==> src/rtl/ddc_capture_ctrl.sv <==
// ddc_capture_ctrl: capture sequencer behind the DDC output.
// After a start command it optionally waits for a resync pulse. It then gates
// exactly len samples of the (non-stallable) DDC stream onto an AXI4-Stream
// master, with TLAST on the final sample. Samples that meet a blocked output
// slot are dropped and flagged in the sticky overflow bit.
// Optional feature macro: DDC_CAP_TIMEOUT_EN (ARMED-state timeout counter).
//
// Handshake: a word transfers on a cycle where m_axis_tvalid && m_axis_tready.
// tvalid/tdata/tlast stay stable until that cycle. tvalid never depends on
// tready, and it drops after a transfer unless a new sample loads in the
// same cycle.
`timescale 1ns/1ps

module ddc_capture_ctrl #(
  parameter int DATA_WIDTH     = 96,
  parameter int CNT_WIDTH      = 32,
  parameter int TIMEOUT_CYCLES = 1000000
) (
  input  logic                  dev_clk,
  input  logic                  dev_rst,
  input  logic                  start,
  input  logic                  abort,
  input  logic                  wait_resync,
  input  logic [CNT_WIDTH-1:0]  num_samples,
  input  logic                  resync,
  input  logic [DATA_WIDTH-1:0] ddc_data,
  input  logic                  ddc_valid,
  output logic [DATA_WIDTH-1:0] m_axis_tdata,
  output logic                  m_axis_tvalid,
  input  logic                  m_axis_tready,
  output logic                  m_axis_tlast,
  output logic                  busy,
  output logic                  done,
  output logic                  overflow,
  output logic                  timeout,
  output logic [CNT_WIDTH-1:0]  sample_count,
  output logic [2:0]            dbg_state
);

  localparam logic [2:0] S_IDLE    = 3'd0;
  localparam logic [2:0] S_ARMED   = 3'd1;
  localparam logic [2:0] S_CAPTURE = 3'd2;
  localparam logic [2:0] S_DRAIN   = 3'd3;
  localparam logic [2:0] S_DONE    = 3'd4;

  logic [2:0]            r_state;
  logic [CNT_WIDTH-1:0]  r_len;
  logic [CNT_WIDTH-1:0]  r_count;
  logic                  r_overflow;
  logic                  r_done;
  logic [DATA_WIDTH-1:0] r_tdata;
  logic                  r_tvalid;
  logic                  r_tlast;

  logic w_handshake;
  logic w_slot_free;
  logic w_sample;
  logic w_load;
  logic w_last;
  logic w_start;

  assign w_handshake = r_tvalid & m_axis_tready;
  // The slot can take a new word if it is empty or its word leaves this cycle.
  assign w_slot_free = ~r_tvalid | m_axis_tready;
  // abort outranks a sample arriving in the same cycle.
  assign w_sample    = (r_state == S_CAPTURE) & ddc_valid & ~abort;
  assign w_load      = w_sample & w_slot_free;
  assign w_last      = (r_count == (r_len - 1'b1));
  assign w_start     = (r_state == S_IDLE) & start & ~abort;

`ifdef DDC_CAP_TIMEOUT_EN
  localparam int TO_W = (TIMEOUT_CYCLES > 1) ? $clog2(TIMEOUT_CYCLES) : 1;

  logic [TO_W-1:0] r_to_cnt;
  logic            r_timeout;
  logic            w_to_hit;

  assign w_to_hit = (r_state == S_ARMED) && (r_to_cnt == TO_W'(TIMEOUT_CYCLES - 1));

  // ARMED-time counter (held at zero outside ARMED) and the sticky timeout flag
  always_ff @(posedge dev_clk or posedge dev_rst) begin
    if (dev_rst) begin
      r_to_cnt  <= '0;
      r_timeout <= 1'b0;
    end else begin
      if (r_state != S_ARMED) r_to_cnt <= '0;
      else                    r_to_cnt <= r_to_cnt + 1'b1;
      if (w_start)                            r_timeout <= 1'b0;
      else if (w_to_hit && !resync && !abort) r_timeout <= 1'b1;
    end
  end

  assign timeout = r_timeout;
`else
  // Feature compiled out: the timeout bit is a constant 0. The parameter only
  // appears here so that both builds share one parameter list.
  assign timeout = (TIMEOUT_CYCLES < 0);
`endif

  // Sequencer: command decode, sample counting, drain and completion
  always_ff @(posedge dev_clk or posedge dev_rst) begin
    if (dev_rst) begin
      r_state    <= S_IDLE;
      r_len      <= '0;
      r_count    <= '0;
      r_overflow <= 1'b0;
      r_done     <= 1'b0;
    end else begin
      r_done <= 1'b0;
      if (abort) begin
        r_state <= S_IDLE;
      end else begin
        case (r_state)
          S_IDLE: begin
            if (start) begin
              r_len      <= num_samples;
              r_count    <= '0;
              r_overflow <= 1'b0;
              if (num_samples == '0) r_state <= S_DONE;
              else if (wait_resync)  r_state <= S_ARMED;
              else                   r_state <= S_CAPTURE;
            end
          end
          S_ARMED: begin
            if (resync) r_state <= S_CAPTURE;
`ifdef DDC_CAP_TIMEOUT_EN
            else if (w_to_hit) begin
              r_state <= S_IDLE;
              r_done  <= 1'b1;
            end
`endif
          end
          S_CAPTURE: begin
            if (ddc_valid) begin
              if (r_count != '1) r_count <= r_count + 1'b1;
              if (!w_slot_free)  r_overflow <= 1'b1;
              if (w_last)        r_state <= S_DRAIN;
            end
          end
          S_DRAIN: begin
            if (w_slot_free) r_state <= S_DONE;
          end
          S_DONE: begin
            r_done  <= 1'b1;
            r_state <= S_IDLE;
          end
          default: r_state <= S_IDLE;
        endcase
      end
    end
  end

  // Output slot: load on an accepted sample, otherwise empty on handshake
  always_ff @(posedge dev_clk or posedge dev_rst) begin
    if (dev_rst) begin
      r_tdata  <= '0;
      r_tvalid <= 1'b0;
      r_tlast  <= 1'b0;
    end else if (w_load) begin
      r_tdata  <= ddc_data;
      r_tvalid <= 1'b1;
      r_tlast  <= w_last;
    end else if (w_handshake) begin
      r_tvalid <= 1'b0;
      r_tlast  <= 1'b0;
    end
  end

  assign m_axis_tdata  = r_tdata;
  assign m_axis_tvalid = r_tvalid;
  assign m_axis_tlast  = r_tlast;
  assign busy          = (r_state != S_IDLE);
  assign done          = r_done;
  assign overflow      = r_overflow;
  assign sample_count  = r_count;
  assign dbg_state     = r_state;

endmodule
==> config.mk <==
export PLATFORM = sky130hd
export DESIGN_NAME = ddc_capture_ctrl
export DESIGN_NICKNAME = d
export VERILOG_FILES = /design/src/rtl/ddc_capture_ctrl.sv
export SDC_FILE = /design/constraint.sdc
export NUM_CORES = 1
export LEC_CHECK = 0
export ABC_AREA = 1
export CORE_MARGIN = 4
export CORE_UTILIZATION = 30
export CTS_BUF_LIST = sky130_fd_sc_hd__clkbuf_8
export DETAILED_ROUTE_END_ITERATION = 12
export HOLD_SLACK_MARGIN = 0.12
export PLACE_DENSITY = 0.65
export SLEW_MARGIN = 20
export SYNTH_ARGS = -nofsm -noshare
export SYNTH_HDL_FRONTEND = slang
export SYNTH_SLANG_ARGS = --single-unit
==> constraint.sdc <==
create_clock -name dev_clk -period 13.7 [get_ports dev_clk]
set_clock_uncertainty 0.15 [all_clocks]
set_input_delay 2.74 -clock dev_clk [delete_from_list [all_inputs] [get_ports dev_clk]]
set_output_delay 2.74 -clock dev_clk [all_outputs]
set_load 0.02 [all_outputs]
==> flow_summary.ini, run 1 <==
[synthesis]
synth-seq-cells = 167
netlist.area_leader.share = 0.483
synth_edf_count = 0
yosysWarnings = 0
avgSynthCellArea_um2 = 9.15
yosys.area.top_type = dfrtp_1
synth_area_leaders = dfrtp_1 (48%), mux2_2 (12%), nand2_1 (9.8%), nor2_1 (3.9%), inv_1 (3.3%)
synth_area_mm2 = 0.00866
syn-instance-count = 946
synth-seq-area-share = 0.483
synth_flop_cell = dfrtp_1
ys_async_sr_fraction = 1.00
synth_fp_nets = 1084
ys_types = 45

[sta]
fin_crit_ns = 5.24
period_share = 0.383
worst_slew_pin_slew_ns = 1.02
relSlewSlack = 0.322
rsz0062_at_grt = no
setup_tns_ns = 0
drv_slew = 0
setup_viol = 0
max_freq_ghz = 0.191
final_hold_viol_count = 0

[drt]
postRouteAntennaNets = 0
first_iter_violations = 556
viasPerCell = 4.71
wirelength_um = 28000
drc = 0
firstDrtPassIters = 5
routed-via-count = 7535
post_drt_wl_per_cell_um = 17.5

[clocking]
clock_path_buffers = 2
cts_buffers = 17
cts_tree = yes
clk_latency_ns = 0.47
root_buffer = clkbuf_8
cts_num_sinks = 167
cts_max_level = 4
post_cts_buffers = 0
hold_buffers = 0
cts_resized = 0
path_clk_slew_ns = 0.10

[grt]
grt-ovfl-total = 0
antenna_found_initial = 0
grt_util_all_layers = 0.177
grt_pass1_wl_um = 43000
grt_pass1_vias = 7559
grt_max_degree = 104

[finish]
final_common_cell = clkdlybuf4s50_1
final_cell_area_mm2 = 0.0121
final_cells = 1599
post-route-util = 0.431
final_cell_mix = clkdlybuf4s50_1 (271), nand2_1 (225), dfrtp_1 (167)
regArea_mm2 = 0.00418
syn_to_final_growth_pct = 39.8
multi_input_area_mm2 = 0.00402
fin_nets = 1346
antenna_cells = 0
nFillCells = 2748
drive_above_1_share = 0.139

[floorplanning]
die_area_mm2 = 0.0316
pin_count = 273
coreArea_mm2 = 0.0281
die_x_um = 178
core.rowCount = 61
die_y_um = 178
start_util = 0.308

[worst_setup_path]
crit_path_top_delay_cell = nor2_4
cp-startpoint = m_axis_tready
path_class = input pin to register
critPathLaunchType = input pin
critPathMaxStageDelay_ns = 0.82
cp_data_arrival_time_ns = 5.46
r2r_start = dbg_state[1]
endpoint_kind = register
reg2reg_depth = 9
cp_max_fo = 49
crit_chain = clkdlybuf4s50_1, nor2_1, inv_1, a21oi_1, nand4_1, nor2_4, inv_2, and3_1
cp.required_ns = 13.92

[pwr]
power_density_mw_per_mm2 = 191
vdd_drop_max_uv = 131
p_leak_uw = 0.00519

[hold_path]
whs_path_depth = 2
min_from = overflow
hold_class = register to register

[place]
hpwl_um = 21800
place_area_mm2 = 0.0117
portBuffers = 271
gp_congestion = 0.856
dp_cells = 1567

[job]
cap_violations = 0

[run_status]
status = completed
-- where the power goes --
part | internal, µW | switching, µW
combinational | 516 | 608
clock | 154 | 208
sequential | 682 | 140
total | 1350 | 955
-- cells in the mapped netlist (6+ instances only) --
master	instances
inv_1	76
mux2_2	90
dfrtp_1	167
buf_2	17
xor2_1	26
nor2_2	9
nand4_1	20
nor3_1	15
a21oi_1	15
nand2_1	225
xnor2_1	19
nor4_1	18
o21ai_0	33
nand2_2	12
nand3_1	34
mux2_1	6
o31ai_1	10
nor2_1	90
-- final cells by class --
class	count	share of cell area
Inverter	81	0.0255
Timing Repair Buffer	273	0.225
Clock inverter	14	0.0118
Clock buffer	18	0.0205
Sequential cell	167	0.345
Tap cell	378	0.0391
Multi-Input combinational cell	668	0.332
-- metal layers --
layer / track usage / wire length, µm
met5: 0 / 0
met4: 0.0329 / 242
met3: 0.0712 / 2790
met2: 0.302 / 14100
met1: 0.211 / 10900
-- kinds of logic (layout without fill, tap and decap cells) --
kind of cell | count (synthesis) | after routing | synth area share
AO/OA/AOI/OAI | 72 | 72 | 0.0476
XOR/XNOR | 45 | 45 | 0.0455
adder cells (fa/ha/maj) | 2 | 2 | 0.00289
buffers and inverters | 111 | 386 | 0.0532
flip-flops | 167 | 167 | 0.483
multiplexers | 97 | 97 | 0.126
other | 1 | 1 | 0.000433
AND/OR/NAND/NOR | 451 | 451 | 0.242
-- state kept, by name, summed over array words and instances, names as in the netlist --
name / count
m_axis_tlast: 1
overflow: 1
sample_count: 32
r_len: 32
m_axis_tvalid: 1
done: 1
m_axis_tdata: 96
dbg_state: 3
-- worst paths after layout --
| check | end | slack, ns |
|---|---|---|
| setup / recovery | sample_count[7] | 8.46 |
| max in group asynchronous | m_axis_tdata[73] | 9.28 |
| min in group asynchronous | m_axis_tdata[3] | 2.68 |
| hold / removal | overflow | 0.35 |
| setup reg to reg | sample_count[7] | 10.40 |
| hold reg to reg | overflow | 0.35 |
-- worst max-delay path, delay by kind of cell --
kind | cells | cell delay, ns
buffers and inverters | 3 | 1.06
and+or+nand+nor | 4 | 1.50
AOI/OAI and AO/OA | 1 | 0.14
-- metrics by stage --
stage	setup WS (ns)	total power, µW	hold WS (ns)
after global routing	8.06	2470	0.380
final	8.46	2310	0.349
after floorplan	6.29	1460	0.311
after detailed placement	7.93	1960	0.331
after CTS	8.45	2340	0.355
after global placement	7.96	1950	0.326
Power figures use the tool's default switching activity.
==> run 2, diff against run 1 <==
--- a/config.mk
+++ b/config.mk
@@ -11,7 +11,7 @@
 export CTS_BUF_LIST = sky130_fd_sc_hd__clkbuf_8
 export DETAILED_ROUTE_END_ITERATION = 12
 export HOLD_SLACK_MARGIN = 0.12
-export PLACE_DENSITY = 0.65
+export PLACE_DENSITY = 0.67
 export SLEW_MARGIN = 20
 export SYNTH_ARGS = -nofsm -noshare
 export SYNTH_HDL_FRONTEND = slang
==> constraint.sdc (replaced) <==
create_clock -name dev_clk -period 4.8 [get_ports dev_clk]
set_clock_uncertainty 0.15 [all_clocks]
set_input_delay 0.96 -clock dev_clk [delete_from_list [all_inputs] [get_ports dev_clk]]
set_output_delay 0.96 -clock dev_clk [all_outputs]
set_load 0.02 [all_outputs]
==> run 2 against run 1 <==
Combinational power increased to 2.9 times the previous value. First-iteration DRC count decreased by 8.6%. Sequential share of layout area down 0.27 points. Via count grew 1.3%. Worst hold slack better by 0.0041 ns. Sequential cell count did not move. Critical path depth is 1 lower. Utilization increased by 0.34 points. Clock-buffer cell count up 1.
==> flow_summary.ini, run 2 (synthesis gave the netlist of run 1 again) <==
[pwr]
power_uw = 6660
vdd_drop_max_uv = 349
p_leak_uw = 0.00524
power_density_mw_per_mm2 = 546

[grt]
grt_util_all_layers = 0.175
antenna_found_initial = 0
grt_pass1_vias = 7691
grt_max_degree = 80
grt_pass1_wl_um = 42800
grt-ovfl-total = 0

[worst_setup_path]
reg2reg_depth = 7
regToRegSetupSlack_ns = 1.70
cp_max_fo = 44
cp_data_arrival_time_ns = 3.30
path_class = register to register
r2r_start = dbg_state[1]
cp.required_ns = 5.00
endpoint_kind = register
r2r_end = m_axis_tdata[89]
critPathLaunchType = register

[drt]
viasPerCell = 4.76
routed-via-count = 7630
firstDrtPassIters = 5
wirelength_um = 27600
drc = 0
post_drt_wl_per_cell_um = 17.2
first_iter_violations = 508
postRouteAntennaNets = 0

[finish]
final_cell_mix = clkdlybuf4s50_1 (271), nand2_1 (225), dfrtp_1 (167)
syn_to_final_growth_pct = 40.9
fin_nets = 1350
antenna_cells = 0
final_cells = 1603
final_common_cell = clkdlybuf4s50_1
largest_register_ffs = 96
post-route-util = 0.434
drive_above_1_share = 0.142

[floorplanning]
die_area_mm2 = 0.0316
coreArea_mm2 = 0.0281
die_y_um = 178
core.rowCount = 61
die_x_um = 178
start_util = 0.308
pin_count = 273

[clocking]
root_buffer = clkbuf_8
post_cts_buffers = 0
hold_buffers = 0
cts_tree = yes
clk_latency_ns = 0.48
cts_resized = 0
cts_num_sinks = 167
clock_path_buffers = 2
path_clk_slew_ns = 0.11
cts_max_level = 4
cts_buffers = 17

[sta]
rsz0062_at_grt = no
final_hold_viol_count = 0
setup_viol = 0
drv_slew = 0
max_freq_ghz = 0.323
relSlewSlack = 0.449
period_share = 0.646
setup_tns_ns = 0
worst_slew_pin_slew_ns = 0.825
fin_crit_ns = 3.10

[hold_path]
min_from = m_axis_tdata[43]
hold_end = m_axis_tdata[43]
hold_class = register to register
whs_path_depth = 1

[place]
portBuffers = 271
gp_congestion = 0.887
dp_cells = 1570
hpwl_um = 21700

[job]
cap_violations = 0

[run_status]
status = completed
-- run 2: final cells by class --
type,count,area (µm²)
tap,378,473
fill,2747,15900
clock buffer,19,262
multi-input combinational,668,4020
inverter,81,308
sequential,167,4180
timing repair buffer,277,2800
clock inverter,13,158
-- run 2: worst max-delay path, stage by stage, from the launching register on --
cell and delay, ns:
dfrtp_1 0.49, inv_1 0.10, nor2_2 0.20, nand2_2 0.27, inv_2 0.23, nand4_4 0.64, buf_4 0.53, mux2_2 0.32
-- run 2: worst max path at each step --
stage                                   to  cells after the start          from
after floorplan               dbg_state[0]                      1       dev_rst
after global placement    m_axis_tdata[53]                      5         abort
after detailed placement  m_axis_tdata[93]                      5         abort
after CTS                 m_axis_tdata[93]                      7  dbg_state[1]
after global routing      m_axis_tdata[89]                      7  dbg_state[1]
final                     m_axis_tdata[89]                      7  dbg_state[1]
-- run 2: power breakdown --
group          total, µW  switching, µW  internal, µW  leakage (µW)
Clock               1100            590           509      0.000220
Combinational       3200           1720          1480       0.00291
Sequential          2360            409          1950       0.00211
Total               6660           2720          3930       0.00524
-- run 2: metal layers --
layer / vias to the layer above / share of wire / GRT usage
met5: - / 0 / 0
met4: 0 / 0.012 / 0.0380
met3: 24 / 0.098 / 0.0673
met2: 302 / 0.50 / 0.305
met1: 3663 / 0.39 / 0.205
li1: 3641 / - / -
-- run 2: through the flow --
stage | hold slack [ns] | area [µm²] | setup WS [ns]
2_1_floorplan | 0.311 | 8660 | 1.56
3_3_place_gp | 0.318 | 11800 | 1.29
3_5_place_dp | 0.329 | 11800 | 1.24
4_1_cts | 0.356 | 12200 | 1.66
5_1_grt | 0.369 | 12200 | 1.45
6_report | 0.353 | 12200 | 1.70
==> run 3, diff against run 2 <==
==> constraint.sdc (replaced) <==
create_clock -name dev_clk -period 2.6 [get_ports dev_clk]
set_clock_uncertainty 0.15 [all_clocks]
set_input_delay 0.52 -clock dev_clk [delete_from_list [all_inputs] [get_ports dev_clk]]
set_output_delay 0.52 -clock dev_clk [all_outputs]
set_load 0.02 [all_outputs]
==> run 3 against run 2 <==
Routed wire length increased by 0.60%. First-iteration DRC count decreased by 13%. Clock power grew 91%. Sequential cell count stayed put. Register-to-register slack worse by 1.5 ns. Largest cell class unchanged. Largest power group unchanged.
==> flow_summary.ini, run 3 (synthesis gave the netlist of run 1 again) <==
[run_status]
status = completed

[clocking]
clk_latency_ns = 0.47
clock_path_buffers = 2
path_clk_slew_ns = 0.11
cts_tree = yes
cts_buffers = 17
cts_max_level = 4
cts_num_sinks = 167
root_buffer = clkbuf_8
post_cts_buffers = 0

[finish]
final_common_cell = clkdlybuf4s50_1
syn_to_final_growth_pct = 44.0
multi_input_area_mm2 = 0.00404
final_cell_mix = clkdlybuf4s50_1 (270), nand2_1 (225), dfrtp_1 (167)
fin_nets = 1378
regArea_mm2 = 0.00418
nFillCells = 2739
antenna_cells = 0
post-route-util = 0.444
largest_register_ffs = 96
drive_above_1_share = 0.165

[worst_setup_path]
critPathTopFamily = buffers and inverters
cp_data_arrival_time_ns = 1.77
cp.required_ns = 1.93
crit_path_top_delay_cell = clkdlybuf4s50_1
endpoint_kind = output pin
critPathMaxStageDelay_ns = 0.73
cp.depth = 1
path_buf_inv = 1
cp_max_fo = 7
reg2reg_depth = 15
crit_chain = clkdlybuf4s50_1
critPathLaunchType = register
path_class = register to output pin

[floorplanning]
coreArea_mm2 = 0.0281
die_y_um = 178
core.rowCount = 61
pin_count = 273
start_util = 0.308
die_x_um = 178
die_area_mm2 = 0.0316

[grt]
grt_pass1_wl_um = 43300
grt_pass1_vias = 7934
grt_max_degree = 65
antenna_found_initial = 0
grt-ovfl-total = 0
grt_util_all_layers = 0.177

[sta]
fin_crit_ns = 2.44
drv_slew = 0
max_freq_ghz = 0.410
period_share = 0.939
rsz0062_at_grt = no
final_hold_viol_count = 0
hold_ws_ns = 0.185
setup_viol = 0

[place]
portBuffers = 271
hpwl_um = 22200
gp_congestion = 0.920

[drt]
firstDrtPassIters = 5
drc = 0
post_drt_wl_per_cell_um = 17.0
first_iter_violations = 442
postRouteAntennaNets = 0
viasPerCell = 4.66
wirelength_um = 27800
routed-via-count = 7595

[job]
cap_violations = 0

[pwr]
power_uw = 12500
p_leak_uw = 0.00539
power_density_mw_per_mm2 = 1000
vdd_drop_max_uv = 628

[hold_path]
hold_class = input pin to asynchronous set/reset pin
[run 3: cell type report]
cell class,instances,area share
clock inverters,13,0.0152
well taps,378,0.0379
inverters,81,0.0249
clock buffers,18,0.0199
repair buffers,305,0.243
multi-input cells,668,0.324
flip-flops and latches,167,0.335
[run 3: path summary, 6_finish.rpt]
kind / slack (ns) / from / endpoint
max: 0.16 / sample_count[19] / sample_count[19]
min: 0.19 / dev_rst / m_axis_tdata[21]
max reg2reg: 0.16 / r_len[1] / dbg_state[0]
min reg2reg: 0.35 / r_len[31] / r_len[31]
max in group asynchronous: 1.46 / dev_rst / m_axis_tdata[66]
min in group dev_clk: 0.35 / r_len[31] / r_len[31]
[run 3: repair_timing]
item,in CTS,in global routing
hold buffers,0,0
gates resized for setup,1,7
setup endpoints to repair,1,14
cloned,0,0
pin swaps,0,1
[run 3: power by group]
| part | internal [µW] | switching, µW |
|---|---|---|
| Clock | 1000 | 1090 |
| Combinational | 2820 | 3240 |
| Sequential | 3590 | 726 |
[run 3: through the flow]
| stage | std cells | setup WS (ns) | area (µm²) | setup TNS (ns) |
|---|---|---|---|---|
| 2_1_floorplan | 946 | -0.197 | 8660 | -32.86 |
| 3_3_place_gp | 1599 | -0.105 | 12000 | -0.211 |
| 3_5_place_dp | 1599 | -0.147 | 12000 | -0.327 |
| 4_1_cts | 1630 | 0.0806 | 12400 | 0 |
| 5_1_grt | 1630 | 0.000906 | 12500 | 0 |
| 6_report | 1630 | 0.160 | 12500 | 0 |
[run 3: layer usage]
layer	vias to the layer above	wire length, µm	GRT usage
met5	-	0	0
met4	0	424	0.0458
met3	24	2760	0.0709
met2	282	13800	0.306
met1	3610	10800	0.204
li1	3679	-	-
[run 3: worst reg2reg max path, stage by stage (launching register included)]
cell and delay (ns):
dfrtp_1 0.41, inv_1 0.08, ha_2 0.22, nand2_2 0.12, nor2_4 0.25, nand3_1 0.11, nand2_1 0.07, nand2_1 0.06
nor2_1 0.12, nand3_1 0.13, nor2_1 0.15, nand3_2 0.14, nand2_2 0.12, nand2_2 0.07, nand3_1 0.09, nand2_1 0.05
